==> src/rtl/prog_loader_if.sv <==
// rtl/prog_loader_if.sv - host byte stream and core memory-load port bundle for prog_loader
//
// Purpose : groups the host byte handshake and the core memory-load bus.
// Signals : in_valid/in_data/in_ready - host byte handshake (transfer when both high)
//           ld_addr/ld_data/ld_we     - memory write port toward the core
// Modports: slave  - loader side (consumes bytes, drives the load port)
//           master - host/observer side
interface prog_loader_if #(
    parameter int ADDR_W = 8,
    parameter int DATA_W = 8
);
    logic              in_valid;
    logic [DATA_W-1:0] in_data;
    logic              in_ready;
    logic [ADDR_W-1:0] ld_addr;
    logic [DATA_W-1:0] ld_data;
    logic              ld_we;

    modport slave (
        input  in_valid, in_data,
        output in_ready, ld_addr, ld_data, ld_we
    );

    modport master (
        output in_valid, in_data,
        input  in_ready, ld_addr, ld_data, ld_we
    );
endinterface

==> src/rtl/prog_loader.sv <==
// rtl/prog_loader.sv - byte-stream program loader driving the core load port and core reset
//
// Purpose : parses frames HDR, A, N, N payload bytes, C from a host byte stream,
//           writes the payload to core memory starting at A, verifies the 8-bit
//           wrapping checksum C == A + N + sum(payload), then releases the core.
// Ports   : clk      - system clock, rising edge
//           rst      - synchronous active-high reset
//           bus      - prog_loader_if.slave: in_valid/in_data/in_ready byte stream,
//                      ld_addr/ld_data/ld_we memory write port
//           core_rst - high holds the core in reset
//           busy     - frame in progress (ADDR..RELEASE)
//           done     - one-cycle pulse after a good checksum
//           err      - last frame failed its checksum; cleared by the next HDR
module prog_loader #(
    parameter int                ADDR_W = 8,
    parameter int                DATA_W = 8,
    parameter logic [DATA_W-1:0] HDR    = 8'hA5
) (
    input  logic          clk,
    input  logic          rst,
    prog_loader_if.slave  bus,
    output logic          core_rst,
    output logic          busy,
    output logic          done,
    output logic          err
);

    localparam logic [2:0] S_IDLE    = 3'd0;
    localparam logic [2:0] S_ADDR    = 3'd1;
    localparam logic [2:0] S_LEN     = 3'd2;
    localparam logic [2:0] S_DATA    = 3'd3;
    localparam logic [2:0] S_CSUM    = 3'd4;
    localparam logic [2:0] S_RELEASE = 3'd5;
    localparam logic [2:0] S_RUN     = 3'd6;
    localparam logic [2:0] S_ERROR   = 3'd7;

    logic [2:0]        state;
    logic [ADDR_W-1:0] addr;
    logic [DATA_W-1:0] cnt;
    logic [DATA_W-1:0] acc;
    logic              ld_we_q;
    logic [ADDR_W-1:0] ld_addr_q;
    logic [DATA_W-1:0] ld_data_q;

    logic              accept;
    logic              is_hdr;
    logic [DATA_W-1:0] acc_nxt;

    assign accept  = bus.in_valid && bus.in_ready;
    assign is_hdr  = (bus.in_data == HDR);
    assign acc_nxt = acc + bus.in_data;

    // Every status output is a pure function of the state: RELEASE is the
    // single done cycle, ERROR is the only place err is seen, and the core is
    // held in reset everywhere but RUN. Entering ADDR from RUN therefore
    // re-asserts core_rst on the cycle after the HDR is taken, and leaving
    // ERROR on an HDR clears err.
    assign bus.in_ready = (state != S_RELEASE);
    assign done         = (state == S_RELEASE);
    assign err          = (state == S_ERROR);
    assign core_rst     = (state != S_RUN);
    assign busy         = (state == S_ADDR) || (state == S_LEN) || (state == S_DATA) ||
                          (state == S_CSUM) || (state == S_RELEASE);

    assign bus.ld_we   = ld_we_q;
    assign bus.ld_addr = ld_addr_q;
    assign bus.ld_data = ld_data_q;

    always_ff @(posedge clk) begin
        if (rst) begin
            state     <= S_IDLE;
            addr      <= '0;
            cnt       <= '0;
            acc       <= '0;
            ld_we_q   <= 1'b0;
            ld_addr_q <= '0;
            ld_data_q <= '0;
        end else begin
            // Write strobe is a single-cycle pulse per payload byte; address
            // and data simply hold between strobes.
            ld_we_q <= 1'b0;
            if (state == S_RELEASE) begin
                state <= S_RUN;
            end else if (accept) begin
                case (state)
                    S_IDLE, S_RUN, S_ERROR: begin
                        if (is_hdr) begin
                            state <= S_ADDR;
                            acc   <= '0;
                        end
                    end
                    S_ADDR: begin
                        addr  <= ADDR_W'(bus.in_data);
                        acc   <= acc_nxt;
                        state <= S_LEN;
                    end
                    S_LEN: begin
                        cnt   <= bus.in_data;
                        acc   <= acc_nxt;
                        state <= (bus.in_data == '0) ? S_CSUM : S_DATA;
                    end
                    S_DATA: begin
                        ld_we_q   <= 1'b1;
                        ld_addr_q <= addr;
                        ld_data_q <= bus.in_data;
                        addr      <= addr + ADDR_W'(1);
                        acc       <= acc_nxt;
                        cnt       <= cnt - DATA_W'(1);
                        if (cnt == DATA_W'(1)) begin
                            state <= S_CSUM;
                        end
                    end
                    S_CSUM: begin
                        state <= (bus.in_data == acc) ? S_RELEASE : S_ERROR;
                    end
                    default: begin
                        state <= S_IDLE;
                    end
                endcase
            end
        end
    end

endmodule

==> src/flat_wrapper.sv <==
// flat-port wrapper written by rule: the top's interface ports become plain ports
module prog_loader_flat 
#(
    parameter int                ADDR_W = 8,
    parameter int                DATA_W = 8,
    parameter logic [DATA_W-1:0] HDR    = 8'hA5
)
  (clk, rst, core_rst, busy, done, err, bus_in_valid, bus_in_data, bus_in_ready, bus_ld_addr, bus_ld_data, bus_ld_we);
  prog_loader_if #(.ADDR_W(ADDR_W), .DATA_W(DATA_W)) bus_i ();
  input  logic clk;
  input  logic rst;
  output logic core_rst;
  output logic busy;
  output logic done;
  output logic err;
  input wire logic [$bits(bus_i.in_valid)-1:0] bus_in_valid;
  input wire logic [$bits(bus_i.in_data)-1:0] bus_in_data;
  output wire logic [$bits(bus_i.in_ready)-1:0] bus_in_ready;
  output wire logic [$bits(bus_i.ld_addr)-1:0] bus_ld_addr;
  output wire logic [$bits(bus_i.ld_data)-1:0] bus_ld_data;
  output wire logic [$bits(bus_i.ld_we)-1:0] bus_ld_we;
  assign bus_i.in_valid = bus_in_valid;
  assign bus_i.in_data = bus_in_data;
  assign bus_in_ready = bus_i.in_ready;
  assign bus_ld_addr = bus_i.ld_addr;
  assign bus_ld_data = bus_i.ld_data;
  assign bus_ld_we = bus_i.ld_we;
  prog_loader #(.ADDR_W(ADDR_W), .DATA_W(DATA_W), .HDR(HDR)) u_core (.clk(clk), .rst(rst), .bus(bus_i), .core_rst(core_rst), .busy(busy), .done(done), .err(err));
endmodule
==> config.mk <==
export PLATFORM = sky130hd
export DESIGN_NAME = prog_loader_flat
export DESIGN_NICKNAME = d
export VERILOG_FILES = /design/src/rtl/prog_loader_if.sv /design/src/rtl/prog_loader.sv /design/src/flat_wrapper.sv
export SDC_FILE = /design/constraint.sdc
export NUM_CORES = 1
export LEC_CHECK = 0
export ABC_AREA = 1
export CAP_MARGIN = 5
export CORE_UTILIZATION = 45
export DETAILED_ROUTE_END_ITERATION = 6
export GPL_TIMING_DRIVEN = 0
export PLACE_DENSITY = 0.66
export SETUP_SLACK_MARGIN = 0.1
export SLEW_MARGIN = 20
export SYNTH_ARGS = -nofsm -noshare
export SYNTH_HDL_FRONTEND = slang
export SYNTH_SLANG_ARGS = --single-unit
==> constraint.sdc <==
create_clock -name clk -period 2.9 [get_ports clk]
set_input_delay 0.725 -clock clk [delete_from_list [all_inputs] [get_ports clk]]
set_output_delay 0.725 -clock clk [all_outputs]
set_load 0.005 [all_outputs]
After elaboration in Yosys (flattened, before gate mapping)

Cells that the tools add are included.
Widths: inputs -> output; s select.

Output and inout port bits: 22
Flip-flop bits (word level): 44
Bits of input ports: 11
Logic and storage cells: 62

$add $sub $neg: 3
Reductions and logical operators: 21
Equal/unequal tests: 16
Multiplexer cells: 12
Bitwise logic cells: 2

Operators by type and width:

| kind                | count |
|---|---|
| $pmux 8 s2          | 3 |
| $mux 3              | 5 |
| $pmux 3 s5          | 1 |
| $reduce_and 3->1    | 5 |
| $eq 3x3->1 const B  | 4 |
| $ne 3x3->1 const B  | 3 |
| $reduce_or 3->1     | 3 |
| $add 8x1->8 const B | 1 |
| $add 8x8->8         | 1 |
| $eq 8x1->1 const B  | 1 |
| $eq 8x8->1          | 1 |
| $eq 8x8->1 const B  | 1 |
| $logic_not 8->1     | 1 |
| $mux 8              | 1 |
| $reduce_bool 2->1   | 4 |
| $sub 8x1->8 const B | 1 |
| $eq 3x2->1 const B  | 2 |
| $logic_or 1x1->1    | 4 |
| $reduce_and 4->1    | 1 |
| $eq 3x1->1 const B  | 1 |
| $logic_not 3->1     | 1 |
| $ne 3x2->1 const B  | 1 |
| $mux 2              | 1 |
| $ne 2x1->1 const B  | 1 |
| 5 further kinds     | 6 |

Logic depth before layout (Yosys ltp)

Depth in word-level cells: 5
Gate-level depth with buffers: 9
Gate-level depth less buffers: 9

Worst setup path after synthesis

No wires, ideal clock.

Kind: input to register
From: in bus_in_data[0]
To: reg u_core.acc[4]
Library setup time: 0.132 ns
Arrival time: 1.823 ns
Data required time: 2.768 ns
Stages on the path: 8
Path slack: 0.945 ns
Path through: ha_1 fa_1 nand2_1 inv_1 o21ai_0 nand3_1 nand3_1 a21oi_1

Cells in the longest elaborated chain, start to end: 3
Elaborated cells on any way between the ends: 5
Classes of those cells: 1 x add/sub; 2 x eq/ne; 1 x mux; 1 x reduce/logical

RTL lines:

| what                                                | RTL line           | text |
|---|---|---|
| start: declaration                                  | flat_wrapper.sv:17 | `input wire logic [$bits(bus_i.in_data)-1:0] bus_in_data;` |
| branches (longest 3 deep; another with $add 8x8->8) | -                  |  |
| end signal: assignment                              | prog_loader.sv:94  | `acc <= acc_nxt;` |
| end signal: assignment                              | prog_loader.sv:99  | `acc <= acc_nxt;` |
| end signal: assignment                              | prog_loader.sv:107 | `acc <= acc_nxt;` |
| end: declaration                                    | prog_loader.sv:40  | `logic [DATA_W-1:0] acc;` |

Several ways; the timed one is not identified.
A chain may end at the register's enable or synchronous reset.

Worst setup path in the final report

Same ends and word-level chain as after synthesis.

==> summary.txt <==
Status -> finished, final reports clean
P_sw -> 0.000435 W
Final-report hold violation count -> 0
Synth cell types -> 29
Clk Latency, worst-skew pair -> 0.30 ns
Top-area cell type share of the netlist area -> 34.2%
Worst ir drop on vdd -> 257 uV
Crit-path cells -> clkdlybuf4s50_1 > ha_1 > fa_1 > nand2_1 > inv_1 > o21ai_0 > nand2_1 > nand2_1 > nand3_1 > a21oi_1
Clock share of power -> 28.0%
Sw Ratio -> 32.3%
Via count -> 2569
Startpoint class of the critical path -> input port
Vias in the first global route -> 2284
CTS tree -> yes
Initial core utilization -> 46.8%
Post-Syn Instances -> 394
Nets@finish -> 455
Syn Nets -> 416
Synthesis-to-finish area growth -> 19.1%
DRC errors left -> 0
Initial antenna violation count -> 0
Ant diodes -> 0
Post CTS Setup Buffer Count -> 0
Comb pwr share -> 23.1%
Seq. cell area -> 881 um^2
Reg power frac -> 49.0%
Rows -> 27
First drt pass iteration count -> 4
Worst-path fanout max -> 5
Commonest non-fill, non-tap cells in the layout -> nand2_1, inv_1, dfxtp_1
All-layer global routing usage -> 23.1%
Worst-margin pin slew -> 0.516 ns
Top post-synthesis cells by area -> dfxtp_1, nand2_1, nand3_1, a21oi_1, inv_1
Most common cell after layout, fill and taps aside -> nand2_1
Int Pwr -> 0.000911 W
Reg clk slew, reported paths -> 0.08 ns
Final setup skew -> 0.00770 ns
DRT iter0 DRCs -> 102
Grt ovf -> 0
Post-Layout Cell Count -> 505
Syn avg cell area -> 6.54 um^2
# clock sinks -> 44
Vias per cell -> 5.09
RePlAce Congestion -> 0.881
Max frequency -> 415 MHz
Multi-input gate area -> 0.00144 mm^2
IO Count -> 33
Post-cts gate resize count -> 0
Placed cell count -> 498
Arrival time worst endpoint -> 2.64 ns
Cell area after synthesis -> 0.00258 mm^2
Root buffer cell -> clkbuf_8
CP Capture Type -> flip-flop
ANT nets after route -> 0
Fill cells -> 584
Buffers on Ports -> 32
CTS Hold Bufs -> 0
Cts bufs inserted -> 5
Minimum clock period -> 2.41 ns
RSZ-0062 raised after global routing -> no
First-pass GRT wire length -> 10800 um
Crit path required time -> 3.13 ns
Slowest CP cell -> clkdlybuf4s50_1
Final wirelength -> 6450 um
Drt wl/cell -> 12.8 um
Power Dens Cells -> 439 mW/mm^2
Rel. slew slack -> 65.6%
Sequential-to-total area share from yosys stat -> 34.2%
Largest net degree at the start of global routing -> 14
Slew Limit Fails -> 0
TNS Setup -> 0 ns
Slowest stage delay, CP -> 0.50 ns
Die Height -> 77.7 um
Finish-stage setup viols -> 0
Max Buffers Root-to-Sink -> 2
Synth Register Bits -> 44
Share of layout cells above drive strength 1 -> 6.93%
Pleak -> 1.36 nW
Final worst path period share -> 83.0%
Synth Warn # -> 0
CORE AREA -> 0.00551 mm^2
Critical path class -> in -> reg
Chip Width -> 77.7 um
Hold Crit Class -> reg -> reg
H-tree depth -> 2
Full die area -> 0.00603 mm^2
Most used cell, CP -> nand2_1
Post-DP HPWL -> 4850 um
Area leader, netlist -> dfxtp_1
Max-Cap Viols -> 0
## registers in the layout, summed over array words and instances, names as in the netlist
signal,flops
u_core.bus.ld_we,1
u_core.acc,8
u_core.addr,8
u_core.state,3
u_core.bus.ld_data,8
u_core.bus.ld_addr,8
u_core.cnt,8
## per-layer routing
| layer | GRT usage (%) | wire length, um | up-vias |
|---|---|---|---|
| li1 | - | - | 1350 |
| met1 | 31.4 | 3330 | 1173 |
| met2 | 37.1 | 2830 | 41 |
| met3 | 4.12 | 224 | 5 |
| met4 | 6.79 | 73 | 0 |
| met5 | 0 | 0 | - |
## cells in the mapped netlist (all sizes together)
master  count
a21oi      38
a31oi       4
buf         8
clkbuf      4
dfxtp      44
fa          1
ha         10
inv        52
nand2     104
nand3      43
nand4       4
nor2       45
nor3        2
o211ai      2
o21a        1
o21ai      23
o21bai      1
or2         1
xnor2       2
xor2        5
## critical path, delay by kind of cell
| kind | cells | cell delay, ns |
|---|---|---|
| fa+ha+maj | 2 | 0.71 |
| buf+inv | 2 | 0.55 |
| compound gates | 2 | 0.36 |
| simple gates | 4 | 0.29 |
## cells by family (layout without fill, tap and decap cells)
| group | after synthesis | in the layout | share of synthesized area [%] |
|---|---|---|---|
| AO/OA/AOI/OAI | 69 | 69 | 14.0 |
| XOR/XNOR | 7 | 7 | 2.38 |
| adder cells (fa/ha/maj) | 11 | 11 | 5.63 |
| buffers and inverters | 64 | 103 | 9.90 |
| flip-flops | 44 | 44 | 34.2 |
| AND/OR/NAND/NOR | 199 | 199 | 33.9 |
## area by class of cell
class	instances	area share, %
buffer	12	1.96
clock buffer	5	2.24
multi-input combinational	286	47.0
timing repair buffer	32	10.4
tap	72	2.94
inverter	52	6.36
clock inverter	2	0.408
sequential	44	28.7
## power groups by stage
stage               registers (W)  clock network, W  logic [W]
floorplan                0.000666                 0   0.000224
global placement         0.000672                 0   0.000306
detailed placement       0.000673                 0   0.000310
CTS                      0.000659          0.000390   0.000311
global route             0.000664          0.000413   0.000351
finish                   0.000659          0.000376   0.000310
## per-stage QoR
step	total power (W)	setup slack, ns	area, um^2	util, %	hold WS [ns]
after floorplan	0.000890	0.945	2580	-	0.445
after global placement	0.000978	0.230	2990	54.3	0.452
final	0.00135	0.493	3070	55.7	0.466
after detailed placement	0.000983	0.204	2990	54.3	0.455
after global routing	0.00143	0.322	3070	55.7	0.485
after CTS	0.00136	0.519	3070	55.7	0.471
## final timing paths
check,start,end,slack [ns],cells after the start
max,bus_in_data[0],u_core.acc[4]$_SDFFE_PP0P_,0.49,10
max reg2reg,u_core.acc[0]$_SDFFE_PP0P_,u_core.acc[4]$_SDFFE_PP0P_,1.17,9
min,u_core.bus.ld_addr[2]$_SDFFE_PP0P_,u_core.bus.ld_addr[2]$_SDFFE_PP0P_,0.47,2
min reg2reg,u_core.bus.ld_addr[2]$_SDFFE_PP0P_,u_core.bus.ld_addr[2]$_SDFFE_PP0P_,0.47,2
No activity file was read; power rests on OpenSTA's default activity.
